==> src/rtl/mult_unit.sv <==
// Sequential signed multiplier using radix-2 Booth recoding: one step per cycle, WIDTH steps per product.
// Optional overflow flag is compiled in when MULT_UNIT_OVERFLOW_EN is defined.
module mult_unit #(
  parameter int WIDTH = 32
) (
  input  logic             clk,
  input  logic             reset,
  input  logic             start,
  input  logic [WIDTH-1:0] data_a,
  input  logic [WIDTH-1:0] data_b,
  output logic [WIDTH-1:0] result,
  output logic             ready,
  output logic             busy,
  output logic             overflow
);

  typedef enum logic [1:0] {
    IDLE,
    RUN,
    DONE
  } state_t;

  state_t           state_q, state_d;
  logic [WIDTH-1:0] mcand_q, mcand_d;
  // Accumulator carries one guard bit so subtracting the most-negative multiplicand cannot wrap.
  logic [WIDTH:0]   acc_q, acc_d;
  logic [WIDTH-1:0] q_q, q_d;
  logic             qm1_q, qm1_d;
  logic [5:0]       cnt_q, cnt_d;
  logic [WIDTH-1:0] result_q, result_d;

  logic [WIDTH:0]   mcand_ext;
  logic [WIDTH:0]   sum;
  logic [WIDTH:0]   acc_step;
  logic [WIDTH-1:0] q_step;
  logic             qm1_step;
  logic             accept;
  logic             last_step;

  always_comb begin
    mcand_ext = {mcand_q[WIDTH-1], mcand_q};
    case ({q_q[0], qm1_q})
      2'b01:   sum = acc_q + mcand_ext;
      2'b10:   sum = acc_q - mcand_ext;
      default: sum = acc_q;
    endcase
    acc_step = {sum[WIDTH], sum[WIDTH:1]};
    q_step   = {sum[0], q_q[WIDTH-1:1]};
    qm1_step = q_q[0];
  end

  // A new request is taken in IDLE and also in DONE, so back-to-back operations need no bubble.
  assign accept    = start && (state_q != RUN);
  assign last_step = (state_q == RUN) && (cnt_q == 6'(WIDTH - 1));

  always_comb begin
    state_d  = state_q;
    mcand_d  = mcand_q;
    acc_d    = acc_q;
    q_d      = q_q;
    qm1_d    = qm1_q;
    cnt_d    = cnt_q;
    result_d = result_q;
    case (state_q)
      IDLE: begin
        if (accept) begin
          state_d = RUN;
        end
      end
      RUN: begin
        acc_d = acc_step;
        q_d   = q_step;
        qm1_d = qm1_step;
        cnt_d = cnt_q + 6'd1;
        if (last_step) begin
          state_d  = DONE;
          result_d = q_step;
        end
      end
      DONE: begin
        state_d = accept ? RUN : IDLE;
      end
      default: begin
        state_d = IDLE;
      end
    endcase
    if (accept) begin
      mcand_d = data_a;
      q_d     = data_b;
      acc_d   = '0;
      qm1_d   = 1'b0;
      cnt_d   = '0;
    end
  end

  always_ff @(posedge clk or posedge reset) begin
    if (reset) begin
      state_q  <= IDLE;
      mcand_q  <= '0;
      acc_q    <= '0;
      q_q      <= '0;
      qm1_q    <= 1'b0;
      cnt_q    <= '0;
      result_q <= '0;
    end else begin
      state_q  <= state_d;
      mcand_q  <= mcand_d;
      acc_q    <= acc_d;
      q_q      <= q_d;
      qm1_q    <= qm1_d;
      cnt_q    <= cnt_d;
      result_q <= result_d;
    end
  end

`ifdef MULT_UNIT_OVERFLOW_EN
  logic             ovf_q, ovf_d;
  logic [WIDTH:0]   prod_hi;

  // The product fits in WIDTH bits exactly when its top WIDTH+1 bits are all copies of the sign.
  assign prod_hi = {acc_step[WIDTH-1:0], q_step[WIDTH-1]};

  always_comb begin
    ovf_d = ovf_q;
    if (last_step) begin
      ovf_d = !((&prod_hi) || !(|prod_hi));
    end
  end

  always_ff @(posedge clk or posedge reset) begin
    if (reset) begin
      ovf_q <= 1'b0;
    end else begin
      ovf_q <= ovf_d;
    end
  end

  assign overflow = ovf_q;
`else
  assign overflow = 1'b0;
`endif

  assign result = result_q;
  assign ready  = (state_q == DONE);
  assign busy   = (state_q == RUN);

endmodule

==> config.mk <==
export PLATFORM = sky130hd
export DESIGN_NAME = mult_unit
export DESIGN_NICKNAME = d
export VERILOG_FILES = /design/src/rtl/mult_unit.sv
export SDC_FILE = /design/constraint.sdc
export NUM_CORES = 1
export LEC_CHECK = 0
export CAP_MARGIN = 0
export CORE_ASPECT_RATIO = 1.1
export CORE_MARGIN = 2
export CORE_UTILIZATION = 56
export CTS_CLUSTER_DIAMETER = 50
export CTS_CLUSTER_SIZE = 8
export DETAILED_ROUTE_END_ITERATION = 10
export PLACE_DENSITY_LB_ADDON = 0.05
export REMOVE_ABC_BUFFERS = 1
export SYNTH_ARGS = -nofsm -noshare
export SYNTH_HDL_FRONTEND = slang
export SYNTH_SLANG_ARGS = --single-unit
==> constraint.sdc <==
create_clock -name clk -period 5.4 [get_ports clk]
set_input_delay 1.08 -clock clk [delete_from_list [all_inputs] [get_ports clk]]
set_output_delay 1.08 -clock clk [all_outputs]
set_load 0.01 [all_outputs]
==> results of run 1 <==
-- cells in the mapped netlist (all sizes together), types with 4 or more instances --
cell type  count  area, sq um
a21o          14          105
nor3          15         75.1
mux2          64          721
o31ai          4         30.0
o21ai         81          409
o21bai         5         37.5
nor2          54          203
xor2          14          123
mux2i         35          350
clkbuf        33          124
nor2b          5         31.3
nand2         60          225
nor4           6         37.5
nand2b         6         45.0
ha            35          438
a21oi         64          332
buf           11         46.3
a31oi         19          119
xnor2         47          412
dfrtp        137         3430
and3          17          106
inv           19         71.3
nand3         27          135
-- cells by family (layout without fill, tap and decap cells) --
| family | after synthesis | after routing | share of synthesized area [%] |
|---|---|---|---|
| compound gates | 208 | 208 | 15.5 |
| xor+xnor | 61 | 61 | 6.77 |
| fa+ha+maj | 36 | 36 | 5.80 |
| buf+inv | 63 | 158 | 3.06 |
| flops | 137 | 137 | 43.4 |
| mux | 99 | 99 | 13.6 |
| other cells | 1 | 1 | 0.0475 |
| simple gates | 200 | 200 | 11.8 |
-- power groups by stage --
stage	clock, mW	sequential [mW]	combinational, mW
2_1_floorplan	0	1.61	2.78
3_3_place_gp	0	1.68	3.33
3_5_place_dp	0	1.69	3.42
4_1_cts	1.19	1.69	3.45
5_1_grt	1.24	1.74	3.90
6_report	1.17	1.70	3.46
-- worst max-delay path by stage --
stage	startpoint	slack, ns	endpoint	cells after the start
after floorplan	reset	0.65	acc_q[0]$_DFFE_PP0P_	1
after global placement	mcand_q[3]$_DFFE_PP0P_	1.39	acc_q[31]$_DFFE_PP0P_	18
after detailed placement	mcand_q[3]$_DFFE_PP0P_	1.19	acc_q[31]$_DFFE_PP0P_	18
after CTS	mcand_q[3]$_DFFE_PP0P_	1.15	acc_q[31]$_DFFE_PP0P_	18
after global routing	mcand_q[3]$_DFFE_PP0P_	0.76	acc_q[31]$_DFFE_PP0P_	18
final	mcand_q[3]$_DFFE_PP0P_	1.10	acc_q[31]$_DFFE_PP0P_	18
-- per-layer routing --
layer	vias up	routed length, um	track usage (%)
li1	3037	-	-
met1	3080	8050	33.9
met2	169	8750	41.4
met3	27	1330	7.30
met4	0	262	7.61
met5	-	0	0
-- cell type report --
cell class | count | area, sq um
multi-input combinational | 605 | 4230
fill | 1092 | 4190
sequential | 137 | 3430
timing repair buffer | 108 | 1060
clock buffer | 21 | 440
tap | 188 | 235
clock inverter | 10 | 145
inverter | 19 | 76.3
-- through the flow --
| stage | area [sq um] | util [%] | std cells |
|---|---|---|---|
| floorplan | 7720 | - | 761 |
| global placement | 9020 | 65.4 | 1057 |
| detailed placement | 9020 | 65.4 | 1057 |
| CTS | 9610 | 69.6 | 1088 |
| global route | 9610 | 69.6 | 1088 |
| finish | 9610 | 69.6 | 1088 |
-- worst reg2reg max path, stage by stage (launching register included) --
cell and delay (ns):
dfrtp_1 0.41, nor3_1 0.50, and3_1 0.30, and3_1 0.27, nand2_1 0.11, nor3_1 0.28, a31oi_1 0.19, xnor2_1 0.16
ha_1 0.37, a21o_1 0.22, a21o_1 0.17, a21oi_1 0.22, o21ai_0 0.19, a21oi_1 0.15, o221ai_1 0.11, o22ai_1 0.16
xor2_1 0.11, o211ai_1 0.17, o31ai_1 0.10
-- registers in the layout, indices dropped and copies added, names as in the netlist --
| name | count |
|---|---|
| state_q | 2 |
| mcand_q | 32 |
| acc_q | 32 |
| qm1_q | 1 |
| cnt_q | 6 |
| result | 32 |
| q_q | 32 |
==> summary.txt, run 1 <==
Run status
  • Status: complete, no violations

Route
  • Initial DRC Count: ~370
  • Routed vias/inst: 5.80
  • DR WL/cell: 16.9 um
  • WL final: 18,400 um
  • Via Count: 6,313
  • Detail Route Antenna Nets: 0
  • DRC errors left: 0
  • DR pass1 iterations: 5

Critical path
  • Slowest Stage Delay on Critical Path: 0.50 ns
  • WP data arrival: 4.59 ns
  • Delay-heaviest family, CP: compound AO/OA/AOI/OAI gates
  • Startpoint types: flip-flop
  • Buf+Inv Stages, Crit Path: 0
  • Critical Path, Cell by Cell: nor3_1, and3_1, and3_1, nand2_1, nor3_1, a31oi_1, xnor2_1, ha_1, a21o_1, a21o_1, a21oi_1, o21ai_0, a21oi_1, o221ai_1, o22ai_1, xor2_1, o211ai_1, o31ai_1
  • R2R depth: 18
  • Crit-path slowest cell: nor3_1
  • Critical Path End Type: flip-flop
  • Worst path required time: 5.68 ns
  • R2r endpoint: acc_q[31]$_DFFE_PP0P_
  • Worst-path maximum fanout: 6
  • Flop2flop setup slack: 1.10 ns
  • Crit Reg-Reg Startpoint: mcand_q[3]$_DFFE_PP0P_
  • Critical path class: reg -> reg

Hold path
  • Worst hold start: q_q[11]$_DFFE_PP0P_
  • Min-Delay Endpoint: q_q[10]$_DFFE_PP0P_
  • Path type of the worst min-delay path: reg -> reg
  • WHS Path Cells: 2

GRT
  • Remaining Overflow, GRT: 0
  • Vias in the first global route: 6,507
  • Initial antenna violation count: 0
  • Largest net degree at the start of global routing: 110
  • Wire length of the first global-routing pass: 30,800 um
  • All-layer global routing usage: 25.7%

Timing
  • Final setup fails: 0
  • Max Slew Vio Count: 0
  • Fin crit share: 79.7%
  • Final hold viol count: 0
  • Slew margin rel.: about a quarter
  • Slew at the pin closest to its max-slew limit: 1.14 ns
  • Max Fclk: 232 MHz
  • Hold WS: 0.511 ns
  • RSZ-0062 raised after global routing: false
  • Final TNS setup: 0 ns
  • Minimum clock period: 4.30 ns
  • Setup slack after layout: about 1.1 ns
  • Layout Skew: 0.00841 ns

Synthesis
  • Post-synth EDFFs: 0
  • Mapped Area: roughly 8000 sq um
  • Syn Inst Count: 805
  • Async SR Flop Fraction: between 90% and 100%
  • Register area share after synthesis: 43.4%
  • Synth unique cells: 54
  • Ys flop type: dfrtp_1
  • #FFs+latches synth: 137
  • Mean Syn Cell Area: slightly below 10 sq um
  • Yosys warnings: 0

Pwr
  • Leakage Power: 4.08 nW
  • Clock Power Share: 18.5%
  • Register share of total power: 26.8%
  • Net Switching: 2.66 mW
  • Power density cells: 658 nW/um^2
  • PnR Total Power: 6.32 mW
  • Switching Share: 42.1%
  • Logic pwr share: 54.7%
  • Cell internal pwr: 3.66 mW
  • VDD IR-drop max: 267 uV

Clock network
  • Htree depth: 4
  • CTS buffer count: 17
  • Post-CTS Setup Repair Bufs: 0
  • CTS tree: done
  • Clock latency on the worst-skew pair: 0.42 ns
  • Clk Tree Root Cell: clkbuf_16
  • Post-cts gate resize count: 0
  • Clk sink count: 137
  • Worst-path clk slew: 0.06 ns
  • Clk buf depth: 2
  • Hold-fix buffers at CTS: 0

Die
  • Row Count: 45
  • Boundary Pins: 102
  • Chip Height: 129 um
  • Core area: 13,800 sq um
  • Die width: 117 um
  • Initial Util: 57.2%
  • Die area: approximately 15,000 sq um

Finish
  • Synth-to-Final Area Change: 21.7%
  • Share of layout cells above drive strength 1: 12.4%
  • Commonest cells after routing, fill and taps aside: dfrtp_1 (137), clkdlybuf4s50_1 (99), o21ai_0 (74), mux2_2 (64), a21oi_1 (63)
  • Commonest non-fill, non-tap cell in the layout: dfrtp_1
  • Ant diodes: 0
  • Final nets: approximately 1,000

Placed design
  • Pre-CTS setup slack: between 1 and 1.5 ns
  • Gpl congestion: around 0.94
  • I/O Buffers: 100
  • HPWL after DPL: 12,300 um

Run
  • Number of max-cap violations: 0
Note: power is estimated with default switching activity, not from simulation.
==> inputs of run 2 (changes only) <==
CORE_UTILIZATION = 51   (was 56)
clock period = 3.58 ns   (was 5.4 ns; I/O delays follow)
==> run 2 against run 1 <==
Die area grew 9.5%. Clock-buffer cell count shrank 3. Combinational power grew 88%. Hold slack lost 0.00063 ns. Critical path depth shrank 1. Highest routed layer unchanged. Non-clock buffer count grew 68. Global-route usage is essentially flat. Sequential power grew 48%. Wire length grew 9.9%.
==> summary.txt, run 2 (same netlist as run 1, synthesis figures left out) <==
Run status
  • Status: complete, no violations

Timing
  • Hold WS: 0.510 ns (-0.000634 ns)
  • RSZ-0062 raised after global routing: true
  • Fin crit share: 99.3% (+20 points)
  • Slew at the pin closest to its max-slew limit: 0.878 ns (-0.263 ns)
  • Max Slew Vio Count: 0 (unchanged)
  • Max Fclk: 281 MHz (+21%)
  • Final TNS setup: 0 ns (unchanged)
  • Final hold viol count: 0 (unchanged)
  • Final setup fails: 0 (unchanged)
  • Layout Skew: 0.0130 ns (+0.00457 ns)
  • Slew margin rel.: 41.4% (+18 points)
  • Minimum clock period: 3.56 ns (-0.747 ns)

Critical path
  • Critical Path Stages: 17 (-1)
  • WP data arrival: 3.84 ns (-0.75 ns)
  • Flop2flop setup slack: 0.02 ns (-1.07 ns)
  • R2r endpoint: acc_q[29]$_DFFE_PP0P_
  • Critical path class: reg -> reg
  • Slowest Stage Delay on Critical Path: 0.39 ns (-0.11 ns)
  • Cell mode on critical path: a21o_1
  • CP Capture Point: acc_q[29]$_DFFE_PP0P_
  • Buf+Inv Stages, Crit Path: 2 (+2)
  • R2R depth: 17 (-1)
  • Delay-heaviest family, CP: compound AO/OA/AOI/OAI gates
  • Critical Path, Cell by Cell: nor4_2, buf_4, and3_4, buf_4, a21oi_1, xnor2_1, ha_1, a21o_1, a21o_1, a21o_1, a221oi_2, o21ai_2, a21o_1, nor2_1, o31ai_1, xnor2_1, o21ai_0
  • Startpoint types: flip-flop
  • Crit-path slowest cell: dfrtp_1
  • Worst-path maximum fanout: 4 (-2)
  • Critical path launch point: mcand_q[6]$_DFFE_PP0P_
  • Critical Path End Type: flip-flop
  • Worst path required time: 3.87 ns (-1.81 ns)
  • Crit Reg-Reg Startpoint: mcand_q[6]$_DFFE_PP0P_

Route
  • Initial DRC Count: 467 (+28%)
  • DR pass1 iterations: 5 (unchanged)
  • DR WL/cell: 17.4 um (+2.7%)
  • DRC errors left: 0 (unchanged)
  • Via Count: 6,527 (+3.4%)
  • WL final: 20,200 um (+9.9%)
  • Detail Route Antenna Nets: 0 (unchanged)
  • Routed vias/inst: 5.60 (-3.4%)

Die
  • Initial Util: 52.2% (-5.0 points)
  • Die width: 123 um (+4.6%)
  • Die area: 16,500 sq um (+9.5%)
  • Chip Height: 134 um (+4.6%)
  • Row Count: 47 (+4.4%)
  • Core area: 15,100 sq um (+9.6%)
  • Boundary Pins: 102 (unchanged)

Clock network
  • Clk sink count: 137 (unchanged)
  • CTS buffer count: 17 (unchanged)
  • Worst-path clk slew: 0.06 ns (about the same)
  • Clock latency on the worst-skew pair: 0.42 ns (about the same)
  • Clk buf depth: 2 (unchanged)
  • Clk Tree Root Cell: clkbuf_16
  • Htree depth: 4 (unchanged)
  • CTS tree: done

Finish
  • Filler-free cell count of the finished design: 1,165 (+7.1%)
  • Layout filler cell count: 1,179 (+8.0%)
  • Ant diodes: 0 (unchanged)
  • Multi-input gate area in the final layout: 4420 sq um (+4.7%)
  • Synth-to-Final Area Change: 31.3%
  • Final Instance Area: 10,400 sq um (+7.9%)
  • Share of layout cells above drive strength 1: 23.1% (+11 points)
  • Final nets: 1,059 (+6.9%)
  • Commonest non-fill, non-tap cell in the layout: dfrtp_1
  • Reg area: 3430 sq um (unchanged)
  • Commonest cells after routing, fill and taps aside: dfrtp_1 (137), clkdlybuf4s50_1 (99), buf_4 (73), o21ai_0 (67), mux2_2 (64)

Placed design
  • Gpl congestion: 0.860 (-8.9%)
  • HPWL after DPL: 13,800 um (+12%)
  • I/O Buffers: 100 (unchanged)
  • Placed Area: 9530 sq um (+5.6%)
  • DP Cell Count: 1,128 (+6.7%)

GRT
  • Vias in the first global route: 6,811 (+4.7%)
  • Wire length of the first global-routing pass: 33,600 um (+9.2%)
  • Initial antenna violation count: 0 (unchanged)
  • Largest net degree at the start of global routing: 74 (-33%)
  • Remaining Overflow, GRT: 0 (unchanged)
  • All-layer global routing usage: 25.7% (about the same)

Run
  • Number of max-cap violations: 0 (unchanged)

Pwr
  • Leakage Power: 4.46 nW (+9.2%)
  • PnR Total Power: 10.8 mW (+71%)
  • VDD IR-drop max: 463 uV (+73%)
  • Power density cells: 1040 nW/um^2 (+58%)

Hold path
  • Path type of the worst min-delay path: reg -> reg
## run 2: changes by cell type in the layout (fill, tap and decap cells not counted), moves of 4 or more
cell | previous run | this run
ha_2 | 0 | 4
and3_1 | 17 | 13
a21oi_1 | 63 | 53
nor3_1 | 15 | 11
a21oi_2 | 0 | 9
and3_4 | 0 | 4
ha_1 | 35 | 31
o21ai_2 | 1 | 5
buf_4 | 8 | 73
o21ai_0 | 74 | 67
## run 2: repair_timing
item | 4_1_cts | 5_1_grt
pin swaps | 3 | 25
hold buffers | 0 | 0
gates resized for setup | 7 | 45
endpoints found under the setup margin | 10 | 19
buffers inserted | 0 | 5
## run 2: metal layers
layer / GRT usage, % / vias up / routed length, um / part of all wire [%]
li1: - / 3170 / - / -
met1: 33.5 / 3173 / 8880 / 44
met2: 42.3 / 161 / 9760 / 48
met3: 6.76 / 23 / 1270 / 6.3
met4: 7.34 / 0 / 307 / 1.5
met5: 0 / - / 0 / 0
## run 2: metrics by stage
stage / setup slack, ns / utilization [%]
final: 0.0235 / 68.6
after floorplan: -0.804 / -
after detailed placement: -0.103 / 63.1
after global placement: -0.112 / 63.1
after CTS: -0.0468 / 67.1
after global routing: -0.212 / 68.6
## run 2: how the worst min path moves through the flow
| stage | startpoint | endpoint | slack [ns] | depth (start not counted) |
|---|---|---|---|---|
| finish | q_q[22]$_DFFE_PP0P_ | q_q[21]$_DFFE_PP0P_ | 0.51 | 2 |
| global route | result[5]$_DFFE_PP0P_ | result[5]$_DFFE_PP0P_ | 0.53 | 1 |
| CTS | result[8]$_DFFE_PP0P_ | result[8]$_DFFE_PP0P_ | 0.51 | 1 |
| detailed placement | result[14]$_DFFE_PP0P_ | result[14]$_DFFE_PP0P_ | 0.50 | 1 |
| global placement | q_q[20]$_DFFE_PP0P_ | q_q[19]$_DFFE_PP0P_ | 0.49 | 2 |
| floorplan | q_q[31]$_DFFE_PP0P_ | q_q[30]$_DFFE_PP0P_ | 0.46 | 2 |
## run 2: where the power goes
part | total (mW) | switching (mW) | internal, mW
Clock | 1.77 | 0.725 | 1.04
Sequential | 2.52 | 0.440 | 2.08
Combinational | 6.51 | 3.38 | 3.13
## run 2: worst min-delay path, stage by stage, from the launching register on
cell and delay [ns]:
dfrtp_1 0.37, nand2_1 0.05, o21ai_0 0.06
## run 2: final cells by class
type | count | area share, %
clock inverters | 14 | 1.56
clock buffers | 18 | 4.14
repair buffers | 176 | 15.5
well taps | 196 | 2.37
inverters | 19 | 0.736
flip-flops and latches | 137 | 33.1
multi-input cells | 605 | 42.7
==> inputs of run 3 (changes only) <==
ABC_AREA = 0   (was not set)
SKIP_CTS_REPAIR_TIMING = 1   (was not set)
==> run 3 against run 2 <==
Clock power hardly changed. Cell count is 0.26% lower. Combinational power is 3.1% lower. Setup slack hardly changed. Clock skew hardly changed. Non-clock buffer count is 3 lower. Wire length is 0.44% lower. Global-route usage is 0.090 points lower.
==> summary.txt, run 3 (same netlist as run 1, synthesis figures left out) <==
Finish
  • Fin util: 68.1% (-0.46 points)
  • Layout filler cell count: 1,188 (+0.76%)
  • Commonest non-fill, non-tap cell in the layout: dfrtp_1
  • Share of layout cells above drive strength 1: 22.3% (-0.86 points)
  • Ant diodes: 0 (unchanged)
  • Final Instance Area: 10,300 sq um (-0.68%)
  • Commonest cells after routing, fill and taps aside: dfrtp_1 (137), clkdlybuf4s50_1 (99), buf_4 (70), o21ai_0 (69), mux2_2 (64)
  • Final nets: 1,056 (-0.28%)
  • Synth-to-Final Area Change: 30.4%

Clock network
  • Clk buf depth: 2 (unchanged)
  • Worst-path clk slew: 0.06 ns (about the same)
  • CTS buffer count: 17 (unchanged)
  • Clk sink count: 137 (unchanged)
  • Htree depth: 4 (unchanged)
  • Clk Tree Root Cell: clkbuf_16
  • CTS tree: done
  • Clock latency on the worst-skew pair: 0.42 ns (about the same)

Critical path
  • Delay-heaviest family, CP: simple AND/OR/NAND/NOR gates
  • R2R depth: 16 (-1)
  • Buf+Inv Stages, Crit Path: 2 (unchanged)
  • Slowest Stage Delay on Critical Path: 0.39 ns (about the same)
  • Crit Reg-Reg Startpoint: mcand_q[6]$_DFFE_PP0P_
  • Critical Path Stages: 16 (-1)
  • Worst path required time: 3.87 ns (about the same)
  • Critical path class: reg -> reg
  • Flop2flop setup slack: 0.02 ns (about the same)
  • Worst-path maximum fanout: 5 (+1)
  • Critical path launch point: mcand_q[6]$_DFFE_PP0P_
  • Crit-path slowest cell: dfrtp_1
  • Critical Path, Cell by Cell: nor4_2, buf_4, and3_4, nand2_2, nor3_2, a31oi_2, xnor2_1, ha_1, buf_6, nand4_1, nor2_2, nor4bb_2, o22ai_1, xor2_1, o211ai_1, o31ai_1
  • WP data arrival: 3.85 ns (about the same)
  • Critical Path End Type: flip-flop
  • Startpoint types: flip-flop

Run status
  • Status: complete, no violations

Die
  • Die width: 123 um (unchanged)
  • Boundary Pins: 102 (unchanged)
  • Row Count: 47 (unchanged)
  • Initial Util: 52.2% (unchanged)
  • Core area: 15,100 sq um (unchanged)
  • Die area: 16,500 sq um (unchanged)
  • Chip Height: 134 um (unchanged)

GRT
  • Wire length of the first global-routing pass: 33,500 um (-0.31%)
  • All-layer global routing usage: 25.6% (-0.090 points)
  • Vias in the first global route: 6,787 (-0.35%)
  • Initial antenna violation count: 0 (unchanged)
  • Largest net degree at the start of global routing: 74 (unchanged)
  • Remaining Overflow, GRT: 0 (unchanged)

Placed design
  • Placed Area: 9530 sq um (unchanged)
  • I/O Buffers: 100 (unchanged)
  • HPWL after DPL: 13,800 um (unchanged)
  • Gpl congestion: 0.860 (unchanged)
  • Pre-CTS setup slack: -0.103 ns (unchanged)

Route
  • Routed vias/inst: 5.61 (about the same)
  • Detail Route Antenna Nets: 0 (unchanged)
  • Via Count: 6,515 (-0.18%)
  • DR pass1 iterations: 5 (unchanged)
  • DR WL/cell: 17.3 um (-0.18%)
  • DRC errors left: 0 (unchanged)
  • Initial DRC Count: 386 (-17%)
  • WL final: 20,100 um (-0.44%)

Timing
  • Final TNS setup: 0 ns (unchanged)
  • Minimum clock period: 3.56 ns (-0.0000626 ns)
  • Max Slew Vio Count: 0 (unchanged)
  • Fin crit share: 99.3% (about the same)
  • Max Fclk: 281 MHz (about the same)
  • Setup slack after layout: 0.0236 ns (+0.0000626 ns)
  • Layout Skew: 0.0132 ns (+0.000248 ns)
  • Slew margin rel.: 41.2% (-0.23 points)
  • Final setup fails: 0 (unchanged)
  • RSZ-0062 raised after global routing: true
  • Final hold viol count: 0 (unchanged)
  • Slew at the pin closest to its max-slew limit: 0.881 ns (+0.00338 ns)

Run
  • Number of max-cap violations: 0 (unchanged)

Hold path
  • Worst hold start: q_q[20]$_DFFE_PP0P_
  • WHS Path Cells: 2 (unchanged)
  • Path type of the worst min-delay path: reg -> reg

Pwr
  • VDD IR-drop max: 462 uV (-0.20%)
  • Power density cells: 1030 nW/um^2 (-1.2%)
  • PnR Total Power: 10.6 mW (-1.8%)
  • Leakage Power: 4.44 nW (-0.39%)
## run 3: cell types whose count changed in the layout (fill, tap and decap cells not counted), moves of 2 or more
cell / change
a31oi_1: +2
ha_2: -2
a21oi_1: +2
buf_4: -3
o21ai_0: +2
a31oi_2: -2
a21oi_2: -2
ha_1: +2
o21ai_1: -2
## run 3: worst paths after layout
path                                     endpoint
min reg2reg                   q_q[19]$_DFFE_PP0P_
max reg2reg                 acc_q[31]$_DFFE_PP0P_
min in group asynchronous  result[15]$_DFFE_PP0P_
max                         acc_q[31]$_DFFE_PP0P_
min                           q_q[19]$_DFFE_PP0P_
max in group asynchronous   result[9]$_DFFE_PP0P_
## run 3: final cells by class
class	instances	area (sq um)	share of cell area, %
multi-input combinational	605	4390	42.6
clock buffer	18	429	4.17
timing repair buffer	173	1570	15.3
inverter	19	76.3	0.741
sequential	137	3430	33.3
tap	196	245	2.38
clock inverter	14	161	1.57
## run 3: routing by layer
metal / vias to the layer above / global-route usage, % / routed length, um
li1: 3165 / - / -
met1: 3179 / 33.4 / 8970
met2: 150 / 42.1 / 9690
met3: 21 / 6.76 / 1170
met4: 0 / 7.41 / 303
met5: - / 0 / 0
## run 3: worst reg2reg max path, delay by kind of cell (launching register included)
family,cells,cell delay [ns]
simple gates,7,1.55
compound gates,4,0.52
flops,1,0.39
xor+xnor,2,0.34
fa+ha+maj,1,0.32
buf+inv,2,0.29
## run 3: through the flow
step / cells / hold slack, ns
3_5_place_dp: 1128 / 0.496
3_3_place_gp: 1128 / 0.488
2_1_floorplan: 761 / 0.458
5_1_grt: 1162 / 0.526
4_1_cts: 1160 / 0.513
6_report: 1162 / 0.506
## run 3: power breakdown
group	switching, mW	leakage, nW	total, mW	internal [mW]
sequential	0.436	1.58	2.52	2.08
clock	0.730	0.284	1.77	1.04
combinational	3.30	2.58	6.31	3.01
total	4.47	4.44	10.6	6.13
